==> src/rtl/imm_gen_pipe.sv <==
// Pipelined RISC-V immediate generator: decodes and extends the immediate of a
// 32-bit instruction to XLEN bits behind a registered valid/ready stage with skid buffer.
module imm_gen_pipe #(
    parameter int XLEN  = 32,
    parameter int TAG_W = 5
) (
    input  logic             clk,
    input  logic             rst_n,
    input  logic             flush,
    input  logic             in_valid,
    output logic             in_ready,
    input  logic [31:0]      instr,
    input  logic [2:0]       imm_src,
    input  logic [TAG_W-1:0] in_tag,
    output logic             out_valid,
    input  logic             out_ready,
    output logic [XLEN-1:0]  imm_ext,
    output logic [TAG_W-1:0] out_tag,
    output logic             out_illegal,
    output logic [7:0]       err_cnt
);

    typedef struct packed {
        logic [XLEN-1:0]  imm;
        logic [TAG_W-1:0] tag;
        logic             ill;
    } beat_t;

    // Formats are assembled at 64 bits and truncated, so XLEN=32 and 64 share one table.
    function automatic logic [XLEN-1:0] ext_imm(input logic [31:0] ins, input logic [2:0] src);
        logic [63:0] wide;
        case (src)
            3'b000:  wide = {{52{ins[31]}}, ins[31:20]};
            3'b001:  wide = {{52{ins[31]}}, ins[31:25], ins[11:7]};
            3'b101:  wide = {{51{ins[31]}}, ins[31], ins[7], ins[30:25], ins[11:8], 1'b0};
            3'b010:  wide = {{32{ins[31]}}, ins[31:12], 12'h000};
            3'b110:  wide = {{43{ins[31]}}, ins[31], ins[19:12], ins[20], ins[30:21], 1'b0};
            3'b011:  wide = {59'h0, ins[19:15]};
            3'b100:  wide = (XLEN == 64) ? {58'h0, ins[25:20]} : {59'h0, ins[24:20]};
            default: wide = 64'h0;
        endcase
        return wide[XLEN-1:0];
    endfunction

    function automatic logic is_illegal(input logic [2:0] src);
        return (src == 3'b111);
    endfunction

    beat_t      o_beat_r, o_beat_s;
    beat_t      k_beat_r, k_beat_s;
    beat_t      new_beat_s;
    logic       o_valid_r, o_valid_s;
    logic       k_valid_r, k_valid_s;
    logic [7:0] err_cnt_r, err_cnt_s;
    logic       consume_s;
    logic       accept_s;

    assign consume_s = o_valid_r && out_ready;
    assign accept_s  = in_valid && !k_valid_r;

    // Decode the incoming beat.
    always_comb begin
        new_beat_s.imm = ext_imm(instr, imm_src);
        new_beat_s.tag = in_tag;
        new_beat_s.ill = is_illegal(imm_src);
    end

    // Next-state for output and skid slots plus the saturating error counter.
    always_comb begin
        o_valid_s = o_valid_r;
        o_beat_s  = o_beat_r;
        k_valid_s = k_valid_r;
        k_beat_s  = k_beat_r;
        err_cnt_s = err_cnt_r;

        // Counting happens on delivery, so a beat consumed during flush still counts.
        if (consume_s && o_beat_r.ill && (err_cnt_r != 8'hFF)) begin
            err_cnt_s = err_cnt_r + 8'd1;
        end else begin
            err_cnt_s = err_cnt_r;
        end

        if (flush) begin
            o_valid_s = 1'b0;
            k_valid_s = 1'b0;
        end else if (consume_s || !o_valid_r) begin
            if (k_valid_r) begin
                o_beat_s  = k_beat_r;
                o_valid_s = 1'b1;
                k_valid_s = 1'b0;
            end else if (accept_s) begin
                o_beat_s  = new_beat_s;
                o_valid_s = 1'b1;
            end else begin
                o_valid_s = 1'b0;
            end
        end else if (accept_s) begin
            k_beat_s  = new_beat_s;
            k_valid_s = 1'b1;
        end else begin
            k_valid_s = k_valid_r;
        end
    end

    // State registers; in-flight beats are dropped asynchronously on reset.
    always_ff @(posedge clk or negedge rst_n) begin
        if (!rst_n) begin
            o_valid_r <= 1'b0;
            o_beat_r  <= '0;
            k_valid_r <= 1'b0;
            k_beat_r  <= '0;
            err_cnt_r <= 8'h00;
        end else begin
            o_valid_r <= o_valid_s;
            o_beat_r  <= o_beat_s;
            k_valid_r <= k_valid_s;
            k_beat_r  <= k_beat_s;
            err_cnt_r <= err_cnt_s;
        end
    end

    assign in_ready    = !k_valid_r;
    assign out_valid   = o_valid_r;
    assign imm_ext     = o_beat_r.imm;
    assign out_tag     = o_beat_r.tag;
    assign out_illegal = o_beat_r.ill;
    assign err_cnt     = err_cnt_r;

endmodule

==> config.mk <==
export PLATFORM = sky130hd
export DESIGN_NAME = imm_gen_pipe
export DESIGN_NICKNAME = d
export VERILOG_FILES = /design/src/rtl/imm_gen_pipe.sv
export SDC_FILE = /design/constraint.sdc
export NUM_CORES = 1
export LEC_CHECK = 0
export BUFFER_PORTS_ARGS = -buffer_cell sky130_fd_sc_hd__buf_2
export CORE_ASPECT_RATIO = 1.1
export CORE_UTILIZATION = 54
export DETAILED_ROUTE_END_ITERATION = 6
export GPL_ROUTABILITY_DRIVEN = 0
export PLACE_DENSITY = 0.88
export SLEW_MARGIN = 40
export SYNTH_ARGS = -nofsm -noshare
export SYNTH_HDL_FRONTEND = slang
export SYNTH_SLANG_ARGS = --single-unit
==> constraint.sdc <==
create_clock -name clk -period 2.2 [get_ports clk]
set_clock_uncertainty 0.05 [all_clocks]
set_input_delay 0.22 -clock clk [delete_from_list [all_inputs] [get_ports clk]]
set_output_delay 0.22 -clock clk [all_outputs]
set_load 0.02 [all_outputs]
### After elaboration in Yosys (flattened, before gate mapping)

Cells that the tools add are included.

* word-level logic and storage cells: 43
* output and inout bits: 48
* bits of input ports: 45
* flip-flop bits (word level): 86

* reduce and logical (&&, ||, !) cells: 13
* mux-type cells: 10
* bitwise logic cells: 2
* add/subtract/negate cells: 1
* equal/unequal tests: 8

Operators by type and width (count)
* $pmux W32 S7: 1
* $mux W38: 2
* $eq A3 B3 Y1 const B: 4
* $add A8 B1 Y8 const B: 1
* $ne A8 B8 Y1 const B: 1
* $mux W1: 7
* $eq A3 B2 Y1 const B: 2
* $reduce_and A3 Y1: 2
* $logic_and A1 B1 Y1: 4
* $reduce_bool A2 Y1: 2
* $eq A3 B1 Y1 const B: 1
* $logic_not A3 Y1: 1
* $reduce_bool A3 Y1: 1
* $logic_not A1 Y1: 2
* $not A1 Y1: 2
* $logic_or A1 B1 Y1: 1

### Logic depth before layout (Yosys ltp)

* depth after elaboration: 6
* mapped depth: 7
* depth with buffers taken out: 5

### Worst setup path before layout

Ideal clock, no wire load.

* path kind: register to register
* from: register err_cnt_r[0] (netlist: err_cnt[0])
* to: register err_cnt_r[1] (netlist: err_cnt[1])
* required time: 2.025 ns
* period minus slack after synthesis: 1.728 ns
* slack: 0.472 ns
* path buffers: 0
* cell stages (with the launch flop): 5
* library setup time: 0.125 ns
* data arrival time: 1.554 ns
* cell sequence: dfrtp_1 -> ha_1 -> nand4_1 -> o21ai_0 -> mux2_2

* cells in the longest elaborated chain, start to end: 2
* elaborated cells between the ends (all ways): 3
* classes of those cells: 1 x add/sub; 1 x eq/ne; 1 x reduce/logical

Ends and longest elaborated chain
* start, declared: line 54 `logic [7:0] err_cnt_r, err_cnt_s;`
* start signal, assigned: line 118 `err_cnt_r <= err_cnt_s;`
* parallel branches: the longest is 2 deep, another holds $add A8 B1 Y8

Several ways; the timed one is not identified.
A chain may end at the register's enable or synchronous reset.

### Worst setup path in the final report

* from: register k_valid_r
* to: output in_ready

* cells in the longest elaborated chain, start to end: 1

Ends and longest elaborated chain
* start, declared: line 53 `logic k_valid_r, k_valid_s;`
* start signal, assigned: line 116 `k_valid_r <= k_valid_s;`
* $logic_not A1 Y1: line 122 `assign in_ready = !k_valid_r;`
* end, declared: line 11 `output logic in_ready,`

Every way passes these cells.

==> flow_summary.json <==
{
  "drc": 7,
  "ys_warn_count": 0,
  "worstHoldPathType": "input port to flip-flop",
  "cts.sinks": 86,
  "mostFrequentLayoutCells": "dfrtp_1, buf_2, nand2_1, o21ai_0",
  "status": "finished, violations left",
  "synthFlopType": "dfrtp_1",
  "dp.cells": 562,
  "grt_overflow": 0,
  "drive_gt1_frac": 0.272,
  "coreArea_sq_um": 7130,
  "dpl.hpwl_um": 6680,
  "r2r-end": "k_beat_r[8]$_DFFE_PN0P_",
  "r2r_start": "out_valid$_DFFE_PN0N_",
  "post_cts_buffers": 0,
  "cts_tree": "yes",
  "antenna_found_initial": 0,
  "synth_edf_count": 0,
  "final_max_slew_viol_count": 0,
  "max_freq_mhz": 497,
  "finalInstanceArea_sq_um": 4760,
  "violations": "design-rule violations",
  "hold_depth": 2,
  "cts_resized": 0,
  "die_h_um": 92.9,
  "hold_path_end": "out_valid$_DFFE_PN0N_",
  "multi_input_area_sq_um": 1750,
  "setup_slack_ns": 0.188,
  "crit_arrival_ns": 1.74,
  "clock_path_buffers": 2,
  "dp_worst_setup_slack_ns": 0.382,
  "insertion_delay_ns": 0.34,
  "critical_path_class": "flip-flop to primary output",
  "cp-start-kind": "flip-flop",
  "worstHoldStart": "flush",
  "worstPathRequired_ns": 1.93,
  "relSlewSlack": 0.552,
  "final_antenna_net_count": 0,
  "final-setup-viol-count": 0,
  "syn_area_sq_um": 4060,
  "synth_top_area_share": 0.530,
  "rows": 32,
  "fillers": 585,
  "place_area_sq_um": 4560,
  "setup_tns_ns": 0,
  "ys_async_sr_fraction": 1.00,
  "via_count": 3553,
  "h-tree-depth": 3,
  "yosysTopAreaCell": "dfrtp_1",
  "yosysUniqueCellTypes": 42,
  "cts-root-buf": "clkbuf_8",
  "vdd_drop_max_mv": 0.537,
  "drt_first_pass_iters": 7,
  "port_buffers": 85,
  "yosysSeqAreaShare": 0.530,
  "grt_pass1_wl_um": 16500,
  "diodes": 0,
  "syn_nets": 459,
  "syn_to_final_growth_pct": 17.3,
  "final_nets": 535,
  "netlist_instances": 413,
  "grt_usage": 0.270,
  "die_w_um": 84.7,
  "final-seq-area_sq_um": 2150,
  "grt_max_degree": 47,
  "r2r_cells": 4,
  "r2r_slack_ns": 0.35,
  "crit_fanout": 16,
  "end_kind": "primary output",
  "drv_cap": 0,
  "dieArea_sq_um": 7870,
  "power_density_nw_per_um2": 838,
  "drt_iter0_markers": 273,
  "post-route-min-period_ns": 2.01,
  "ys_top_cells_by_area": "dfrtp_1, o21ai_0, nand2_1, mux2_2, nand3_1",
  "cts_inserted_buffers": 9,
  "wl_per_cell_um": 17.0,
  "wl_um": 9830,
  "fin_crit_sh": 0.915,
  "rsz0062_at_grt": "no",
  "layout_commonest_cell": "dfrtp_1",
  "hold_buffers": 1,
  "num_io_pins": 93,
  "ys_seq_elements": 86,
  "start_util": 0.570,
  "syn_area_per_cell_sq_um": 9.83,
  "final_cell_count_no_fill": 578,
  "leakage_nw": 2.21,
  "grt_pass1_vias": 3436,
  "final-hold-violation-count": 0,
  "routed_via_density": 6.15,
  "cts.reportedPaths.clkPinSlew_ns": 0.08,
  "worst_pin_slew_ns": 0.672
}
==> sequential cells by signal, indices dropped and copies added, names as in the netlist <==
name and flops:
k_beat_r 38, imm_ext 32, err_cnt 8, out_tag 5
k_valid_r 1, out_illegal 1, out_valid 1
==> synth_stat cells (3+ instances only) <==
| library cell | number |
|---|---|
| nor2_1 | 17 |
| inv_1 | 3 |
| buf_6 | 3 |
| o221ai_1 | 3 |
| dfrtp_1 | 86 |
| a311oi_2 | 6 |
| nand2b_1 | 6 |
| nand3_1 | 24 |
| o21ai_1 | 5 |
| a22o_1 | 6 |
| mux2i_1 | 10 |
| nand2_1 | 64 |
| a21oi_1 | 23 |
| nor3b_1 | 3 |
| nand3b_1 | 4 |
| mux2_2 | 12 |
| nor3_1 | 5 |
| and3_1 | 3 |
| xnor2_1 | 3 |
| buf_2 | 11 |
| o21ai_0 | 50 |
| nand4_1 | 4 |
| a211oi_1 | 8 |
| clkbuf_1 | 19 |
| o211ai_1 | 15 |
==> worst max path at each step <==
stage	to	cells after the start	from	slack (ns)
3_5_place_dp	imm_ext[23]$_DFFE_PN0P_	4	k_valid_r$_DFFE_PN0P_	0.38
3_3_place_gp	imm_ext[22]$_DFFE_PN0P_	5	imm_src[1]	0.31
6_report	in_ready	4	k_valid_r$_DFFE_PN0P_	0.19
5_1_grt	in_ready	4	k_valid_r$_DFFE_PN0P_	0.08
4_1_cts	in_ready	4	k_valid_r$_DFFE_PN0P_	0.20
2_1_floorplan	err_cnt[1]$_DFFE_PN0P_	4	err_cnt[0]$_DFFE_PN0P_	0.47
==> cell type report <==
| type | instances | area share |
|---|---|---|
| multi-input cells | 290 | 0.367 |
| well taps | 85 | 0.0223 |
| clock inverters | 4 | 0.00998 |
| repair buffers | 98 | 0.116 |
| flip-flops and latches | 86 | 0.452 |
| clock buffers | 11 | 0.0297 |
| inverters | 4 | 0.00315 |
==> worst max-delay path, stage by stage (launching register included) <==
cell      delay, ns
dfrtp_1        0.41
buf_4          0.25
clkinv_1       0.28
buf_4          0.28
buf_2          0.17
==> cells by family after synthesis <==
family                   Yosys count  share of synthesized area
AO/OA/AOI/OAI                    125                      0.198
XOR/XNOR                           3                    0.00647
adder cells (fa/ha/maj)            1                    0.00308
buffers and inverters             37                     0.0431
flip-flops                        86                      0.530
multiplexers                      22                     0.0579
AND/OR/NAND/NOR                  139                      0.162
==> power by group <==
| part | switching [W] | leakage (nW) | total (W) | internal [W] |
|---|---|---|---|---|
| Sequential | 0.000165 | 1.11 | 0.00202 | 0.00186 |
| Combinational | 0.000540 | 1.01 | 0.000877 | 0.000338 |
| Clock | 0.000543 | 0.0952 | 0.00109 | 0.000547 |
==> stage by stage <==
stage               total power, W  hold WS (ns)   util
floorplan                  0.00258        -0.126      -
global placement           0.00287         0.181  0.640
detailed placement         0.00293         0.189  0.640
CTS                        0.00401        0.0493  0.668
global route               0.00419        0.0488  0.668
finish                     0.00399        0.0584  0.668
==> routing by layer <==
metal,up-vias,track usage,wire length [um]
met5,-,0,0
met4,0,0.112,192
met3,19,0.0544,779
met2,157,0.439,4730
met1,1750,0.356,4130
li1,1627,-,-
(Power assumes the default switching activity.)
